### src/rtl/muldiv_pkg.sv
// Shared encodings for the sequential multiply/divide unit and the control unit that drives it.
package muldiv_pkg;

  localparam logic [1:0] OP_MULT  = 2'b00;
  localparam logic [1:0] OP_MULTU = 2'b01;
  localparam logic [1:0] OP_DIV   = 2'b10;
  localparam logic [1:0] OP_DIVU  = 2'b11;

  typedef enum logic [1:0] {
    S_IDLE = 2'd0,
    S_RUN  = 2'd1,
    S_FIX  = 2'd2,
    S_DONE = 2'd3
  } state_t;

endpackage

### src/rtl/muldiv_seq_if.sv
// Start/busy/done request bus between the control unit (master) and the muldiv engine (slave).
interface muldiv_seq_if #(parameter int unsigned WIDTH = 32);
  logic             start;
  logic [1:0]       op;
  logic [WIDTH-1:0] a_in;
  logic [WIDTH-1:0] b_in;
  logic             busy;
  logic             done;
  logic             dzero;
  logic [WIDTH-1:0] hi_out;
  logic [WIDTH-1:0] lo_out;

  modport master (
    output start, op, a_in, b_in,
    input  busy, done, dzero, hi_out, lo_out
  );

  modport slave (
    input  start, op, a_in, b_in,
    output busy, done, dzero, hi_out, lo_out
  );
endinterface

### src/rtl/muldiv_negate.sv
// Conditional two's-complement negation, used for operand magnitudes and result sign fix-up.
module muldiv_negate #(
  parameter int unsigned WIDTH = 32
) (
  input  logic [WIDTH-1:0] in,
  input  logic             neg,
  output logic [WIDTH-1:0] out
);

  assign out = neg ? (~in + WIDTH'(1)) : in;

endmodule

### src/rtl/muldiv_seq.sv
// Sequential radix-2 multiply/divide engine producing HI/LO; one iteration per cycle,
// operands reduced to magnitudes up front and the result sign restored in FIX.
module muldiv_seq #(
  parameter int unsigned WIDTH = 32
) (
  input  logic          clk,
  input  logic          reset,
  muldiv_seq_if.slave   bus
);
  import muldiv_pkg::*;

  localparam int unsigned CNT_W = $clog2(WIDTH + 1);

  state_t             r_state;
  logic [CNT_W-1:0]   r_cnt;
  logic               r_div;
  logic               r_neg_q;
  logic               r_neg_r;
  logic [WIDTH-1:0]   r_opnd;
  logic [2*WIDTH-1:0] r_acc;
  logic               r_busy;
  logic               r_done;
  logic               r_dzero;
  logic [WIDTH-1:0]   r_hi;
  logic [WIDTH-1:0]   r_lo;

  logic               w_isdiv;
  logic               w_signed;
  logic               w_sa;
  logic               w_sb;
  logic [WIDTH-1:0]   w_ma;
  logic [WIDTH-1:0]   w_mb;
  logic [WIDTH:0]     w_sum;
  logic [WIDTH:0]     w_rsh;
  logic [WIDTH:0]     w_diff;
  logic               w_qbit;
  logic [2*WIDTH-1:0] w_mul_next;
  logic [2*WIDTH-1:0] w_div_next;
  logic [2*WIDTH-1:0] w_prod;
  logic [WIDTH-1:0]   w_quo;
  logic [WIDTH-1:0]   w_rem;
  logic [2*WIDTH-1:0] w_fix;

  assign w_isdiv  = (bus.op == OP_DIV) || (bus.op == OP_DIVU);
  assign w_signed = (bus.op == OP_MULT) || (bus.op == OP_DIV);
  assign w_sa     = w_signed & bus.a_in[WIDTH-1];
  assign w_sb     = w_signed & bus.b_in[WIDTH-1];

  // |MIN| comes out as 2^(WIDTH-1), which is exact when read as unsigned
  muldiv_negate #(.WIDTH(WIDTH)) u_mag_a (.in(bus.a_in), .neg(w_sa), .out(w_ma));
  muldiv_negate #(.WIDTH(WIDTH)) u_mag_b (.in(bus.b_in), .neg(w_sb), .out(w_mb));

  // Multiply: r_acc = {partial hi, remaining multiplier bits}; r_opnd = multiplicand
  assign w_sum      = {1'b0, r_acc[2*WIDTH-1:WIDTH]} + (r_acc[0] ? {1'b0, r_opnd} : '0);
  assign w_mul_next = {w_sum, r_acc[WIDTH-1:1]};

  // Divide: r_acc = {partial remainder, dividend/quotient bits}; r_opnd = divisor
  assign w_rsh      = {r_acc[2*WIDTH-1:WIDTH], r_acc[WIDTH-1]};
  assign w_diff     = w_rsh - {1'b0, r_opnd};
  assign w_qbit     = ~w_diff[WIDTH];
  assign w_div_next = {(w_qbit ? w_diff[WIDTH-1:0] : w_rsh[WIDTH-1:0]),
                       r_acc[WIDTH-2:0], w_qbit};

  muldiv_negate #(.WIDTH(2*WIDTH)) u_fix_p (.in(r_acc), .neg(r_neg_q), .out(w_prod));
  muldiv_negate #(.WIDTH(WIDTH)) u_fix_q (.in(r_acc[WIDTH-1:0]), .neg(r_neg_q), .out(w_quo));
  muldiv_negate #(.WIDTH(WIDTH)) u_fix_r (.in(r_acc[2*WIDTH-1:WIDTH]), .neg(r_neg_r), .out(w_rem));

  assign w_fix = r_div ? {w_rem, w_quo} : w_prod;

  always_ff @(posedge clk) begin
    if (reset) begin
      r_state <= S_IDLE;
      r_cnt   <= '0;
      r_div   <= 1'b0;
      r_neg_q <= 1'b0;
      r_neg_r <= 1'b0;
      r_opnd  <= '0;
      r_acc   <= '0;
      r_busy  <= 1'b0;
      r_done  <= 1'b0;
      r_dzero <= 1'b0;
      r_hi    <= '0;
      r_lo    <= '0;
    end else begin
      case (r_state)
        S_IDLE: begin
          if (bus.start) begin
            r_div   <= w_isdiv;
            r_neg_q <= w_sa ^ w_sb;
            r_neg_r <= w_sa;
            r_opnd  <= w_isdiv ? w_mb : w_ma;
            r_acc   <= {{WIDTH{1'b0}}, (w_isdiv ? w_ma : w_mb)};
            r_cnt   <= '0;
            if (w_isdiv && (bus.b_in == '0)) begin
              r_state <= S_DONE;
              r_done  <= 1'b1;
              r_dzero <= 1'b1;
            end else begin
              r_state <= S_RUN;
              r_busy  <= 1'b1;
            end
          end
        end
        S_RUN: begin
          r_acc <= r_div ? w_div_next : w_mul_next;
          r_cnt <= r_cnt + CNT_W'(1);
          if (r_cnt == CNT_W'(WIDTH - 1)) r_state <= S_FIX;
        end
        S_FIX: begin
          {r_hi, r_lo} <= w_fix;
          r_busy       <= 1'b0;
          r_done       <= 1'b1;
          r_state      <= S_DONE;
        end
        S_DONE: begin
          r_done  <= 1'b0;
          r_dzero <= 1'b0;
          r_state <= S_IDLE;
        end
        default: r_state <= S_IDLE;
      endcase
    end
  end

  assign bus.busy   = r_busy;
  assign bus.done   = r_done;
  assign bus.dzero  = r_dzero;
  assign bus.hi_out = r_hi;
  assign bus.lo_out = r_lo;

endmodule

### src/flat_wrapper.sv
// flat-port wrapper written by rule: the top's interface ports become plain ports
module muldiv_seq_flat import muldiv_pkg::*;
#(
  parameter int unsigned WIDTH = 32
)
  (clk, reset, bus_start, bus_op, bus_a_in, bus_b_in, bus_busy, bus_done, bus_dzero, bus_hi_out, bus_lo_out);
  muldiv_seq_if #(.WIDTH(WIDTH)) bus_i ();
  input  logic clk;
  input  logic reset;
  input wire logic [$bits(bus_i.start)-1:0] bus_start;
  input wire logic [$bits(bus_i.op)-1:0] bus_op;
  input wire logic [$bits(bus_i.a_in)-1:0] bus_a_in;
  input wire logic [$bits(bus_i.b_in)-1:0] bus_b_in;
  output wire logic [$bits(bus_i.busy)-1:0] bus_busy;
  output wire logic [$bits(bus_i.done)-1:0] bus_done;
  output wire logic [$bits(bus_i.dzero)-1:0] bus_dzero;
  output wire logic [$bits(bus_i.hi_out)-1:0] bus_hi_out;
  output wire logic [$bits(bus_i.lo_out)-1:0] bus_lo_out;
  assign bus_i.start = bus_start;
  assign bus_i.op = bus_op;
  assign bus_i.a_in = bus_a_in;
  assign bus_i.b_in = bus_b_in;
  assign bus_busy = bus_i.busy;
  assign bus_done = bus_i.done;
  assign bus_dzero = bus_i.dzero;
  assign bus_hi_out = bus_i.hi_out;
  assign bus_lo_out = bus_i.lo_out;
  muldiv_seq #(.WIDTH(WIDTH)) u_core (.clk(clk), .reset(reset), .bus(bus_i));
endmodule
### config.mk
export PLATFORM = sky130hd
export DESIGN_NAME = muldiv_seq_flat
export DESIGN_NICKNAME = d
export VERILOG_FILES = /design/src/rtl/muldiv_pkg.sv /design/src/rtl/muldiv_seq_if.sv /design/src/rtl/muldiv_negate.sv /design/src/rtl/muldiv_seq.sv /design/src/flat_wrapper.sv
export SDC_FILE = /design/constraint.sdc
export NUM_CORES = 1
export LEC_CHECK = 0
export ABC_CLOCK_PERIOD_IN_PS = 10880
export BUFFER_PORTS_ARGS = -buffer_cell sky130_fd_sc_hd__buf_4
export CAP_MARGIN = 20
export CORE_MARGIN = 4
export CORE_UTILIZATION = 57
export DETAILED_ROUTE_END_ITERATION = 8
export PLACE_DENSITY_LB_ADDON = 0.25
export SETUP_SLACK_MARGIN = 0.5
export SYNTH_ARGS = -nofsm -noshare
export SYNTH_HDL_FRONTEND = slang
export SYNTH_SLANG_ARGS = --single-unit
### constraint.sdc
create_clock -name clk -period 10.88 [get_ports clk]
set_input_delay 2.176 -clock clk [delete_from_list [all_inputs] [get_ports clk]]
set_output_delay 2.176 -clock clk [all_outputs]
set_load 0.01 [all_outputs]
==> results.py <==
metrics = {
    "synth": {
        "synth_edf_count": 0,
        "synth_commonest_cells": "nor2_1 (266), dfxtp_1 (174), a21oi_1 (143)",
        "synth-seq-cells": 174,
        "syn_nets": 2033,
        "synth_top_area_cell": "dfxtp_1",
        "synth_cell_types": 68,
        "synth-async-reset-ratio": 0,
        "syn-mean-instance-area_sq_um": 7.50,
        "synth.top_cell.area_share": 0.246,
        "yosysMostFrequentCell": "nor2_1",
        "ys_warn_count": 0,
        "syn_area_sq_um": 14200,
        "synth_top_cells_by_area": "dfxtp_1 (25%), nor2_1 (7.1%), ha_1 (6.4%)",
        "seq_area_frac_synth": 0.246,
        "synthFlopType": "dfxtp_1",
        "synthCells": 1889,
    },
    "drt": {
        "drc": 0,
        "vias": 14478,
        "drt-pass1-iter-count": 6,
        "wl_microns": 44500,
        "antenna_left": 0,
        "viasPerCell": 6.37,
        "wire_per_inst_microns": 19.6,
        "drt_iter0_markers": 1617,
    },
    "power": {
        "total_power_mw": 3.23,
        "pwr-share-seq": 0.296,
        "intPower_mw": 1.74,
        "power_leakage_nw": 6.40,
        "p_per_area_nw_per_um2": 204,
        "power.switching_mw": 1.50,
        "combinationalPowerShare": 0.505,
        "swShare": 0.463,
        "clkPwrFrac": 0.199,
        "vdd_drop_max_mv": 0.177,
    },
    "job": {
        "maxCapViolCount": 0,
    },
    "timing": {
        "worstMarginPinSlew_ns": 1.08,
        "slew_viol_final": 0,
        "rsz0062_at_grt": "no",
        "layout_min_cycle_time_ns": 4.76,
        "fin_skew_ns": 0.0128,
        "setup_tns_ns": 0,
        "hold_viol_final": 0,
        "relSlewSlack": 0.278,
        "max_freq_mhz": 210,
        "post-route-period-util": 0.437,
        "setup_viol": 0,
    },
    "global_routing": {
        "grt_max_degree": 104,
        "track_usage": 0.307,
        "antenna_found_initial": 0,
        "grt_pass1_wl_microns": 70300,
        "grt_pass1_vias": 13285,
        "grt.overflow.total": 0,
    },
    "final_layout": {
        "drive_above_1_share": 0.124,
        "antenna_cells": 0,
        "area_growth_pct": 12.2,
        "num-nets-final": 2080,
    },
    "die": {
        "start_util": 0.581,
        "die_h_microns": 166,
        "dieArea_sq_um": 27400,
        "fp.dieW_microns": 166,
        "ios": 136,
        "core_sq_um": 24400,
        "rows": 57,
    },
    "place": {
        "io_buffers": 135,
        "gp_congestion": 0.988,
        "dp_hpwl_microns": 34000,
    },
    "run_status": {
        "status": "finished clean",
    },
    "cts": {
        "post-cts-setup-buffers": 0,
        "cts_buffers": 17,
        "cts.sinks": 174,
        "postCtsHoldBufs": 0,
        "cts_root_buffer": "clkbuf_16",
        "cts_resized": 0,
        "cts_tree": "yes",
        "clockBufferDepth": 2,
        "clk_transition_reported_paths_ns": 0.08,
        "clk_latency_ns": 0.44,
        "htreeDepth": 4,
    },
    "setup_path": {
        "crit_path_start_kind": "primary input",
        "crit_type": "primary input to flop",
        "cp_data_arrival_time_ns": 5.10,
        "critPathMaxFanout": 8,
        "crit_path_end_kind": "flop",
        "required_ns": 11.23,
    },
    "min_path": {
        "hp-class": "flop to flop",
    },
}
-- final timing paths --
kind / start / to / slack, ns / depth (start not counted)
max: bus_a_in[4] / u_core.r_acc[24] / 6.12 / 10
min: u_core.r_opnd[6] / u_core.r_opnd[6] / 0.46 / 2
max reg2reg: u_core.r_acc[0] / u_core.r_acc[57] / 6.77 / 13
min reg2reg: u_core.r_opnd[6] / u_core.r_opnd[6] / 0.46 / 2
-- metrics by stage --
stage	worst slack (ns)	util	area [sq um]	std cells	hold slack, ns
finish	6.12	0.651	15900	2273	0.457
global route	5.91	0.651	15900	2273	0.474
CTS	5.83	0.650	15900	2270	0.456
detailed placement	5.37	0.624	15200	2238	0.445
global placement	5.48	0.624	15200	2238	0.442
floorplan	6.24	-	14200	1889	0.432
-- final cells by class --
class	instances	area (sq um)
timing repair buffer	154	1160
inverter	67	251
tap	324	405
multi-input combinational	1522	9950
clock inverter	15	205
fill	2208	8510
clock buffer	17	425
sequential	174	3480
-- power groups by stage --
| stage | logic (mW) | clock network [mW] | registers (mW) |
|---|---|---|---|
| after floorplan | 1.16 | 0 | 0.922 |
| after global placement | 1.58 | 0 | 0.958 |
| after detailed placement | 1.60 | 0 | 0.965 |
| after CTS | 1.61 | 0.645 | 0.951 |
| after global routing | 1.79 | 0.670 | 0.976 |
| final | 1.63 | 0.642 | 0.958 |
-- routing by layer --
metal,wire length (microns),vias up,part of all wire,track usage
met4,1170,0,0.026,0.0951
met3,4330,85,0.097,0.0636
met5,0,-,0,0
met2,19200,701,0.43,0.465
li1,-,6928,-,-
met1,19800,6764,0.44,0.439
-- cell families after synthesis --
group	share of synthesized area
AOI/OAI and AO/OA	0.256
xor gates and xnor gates	0.106
adders and majority gates	0.0673
buffers and inverters	0.0537
DFF	0.246
muxes	0.0656
and+or+nand+nor	0.205
-- sequential cells by signal, indices dropped and copies added, names as in the netlist --
register           flops
u_core.bus.dzero       1
u_core.r_neg_q         1
u_core.r_cnt           6
u_core.r_opnd         32
u_core.r_acc          64
u_core.r_div           1
u_core.bus.lo_out     32
u_core.r_state         2
u_core.bus.hi_out     32
u_core.bus.busy        1
u_core.r_neg_r         1
u_core.bus.done        1
-- cell usage in the layout (no fill, tap or decap), types with 57 or more instances in the layout --
cell and count:
mux2i_1 67, xnor2_1 87, dfxtp_1 173, ha_1 72
xor2_1 85, nor3_1 57, nor2_1 265, inv_1 65
a211oi_1 94, o21ai_0 105, a21oi_1 142, nand2_1 133
buf_4 151
-- worst max-delay path, cell delays in order --
cell      delay, ns
buf_4          0.11
or3_1          0.40
nor3b_1        0.82
nand4_1        0.41
o21ai_0        0.33
xnor2_1        0.19
nor2_1         0.07
a211oi_1       0.27
a21oi_1        0.07
a211oi_1       0.24
No activity file was read; power rests on OpenSTA's default activity.
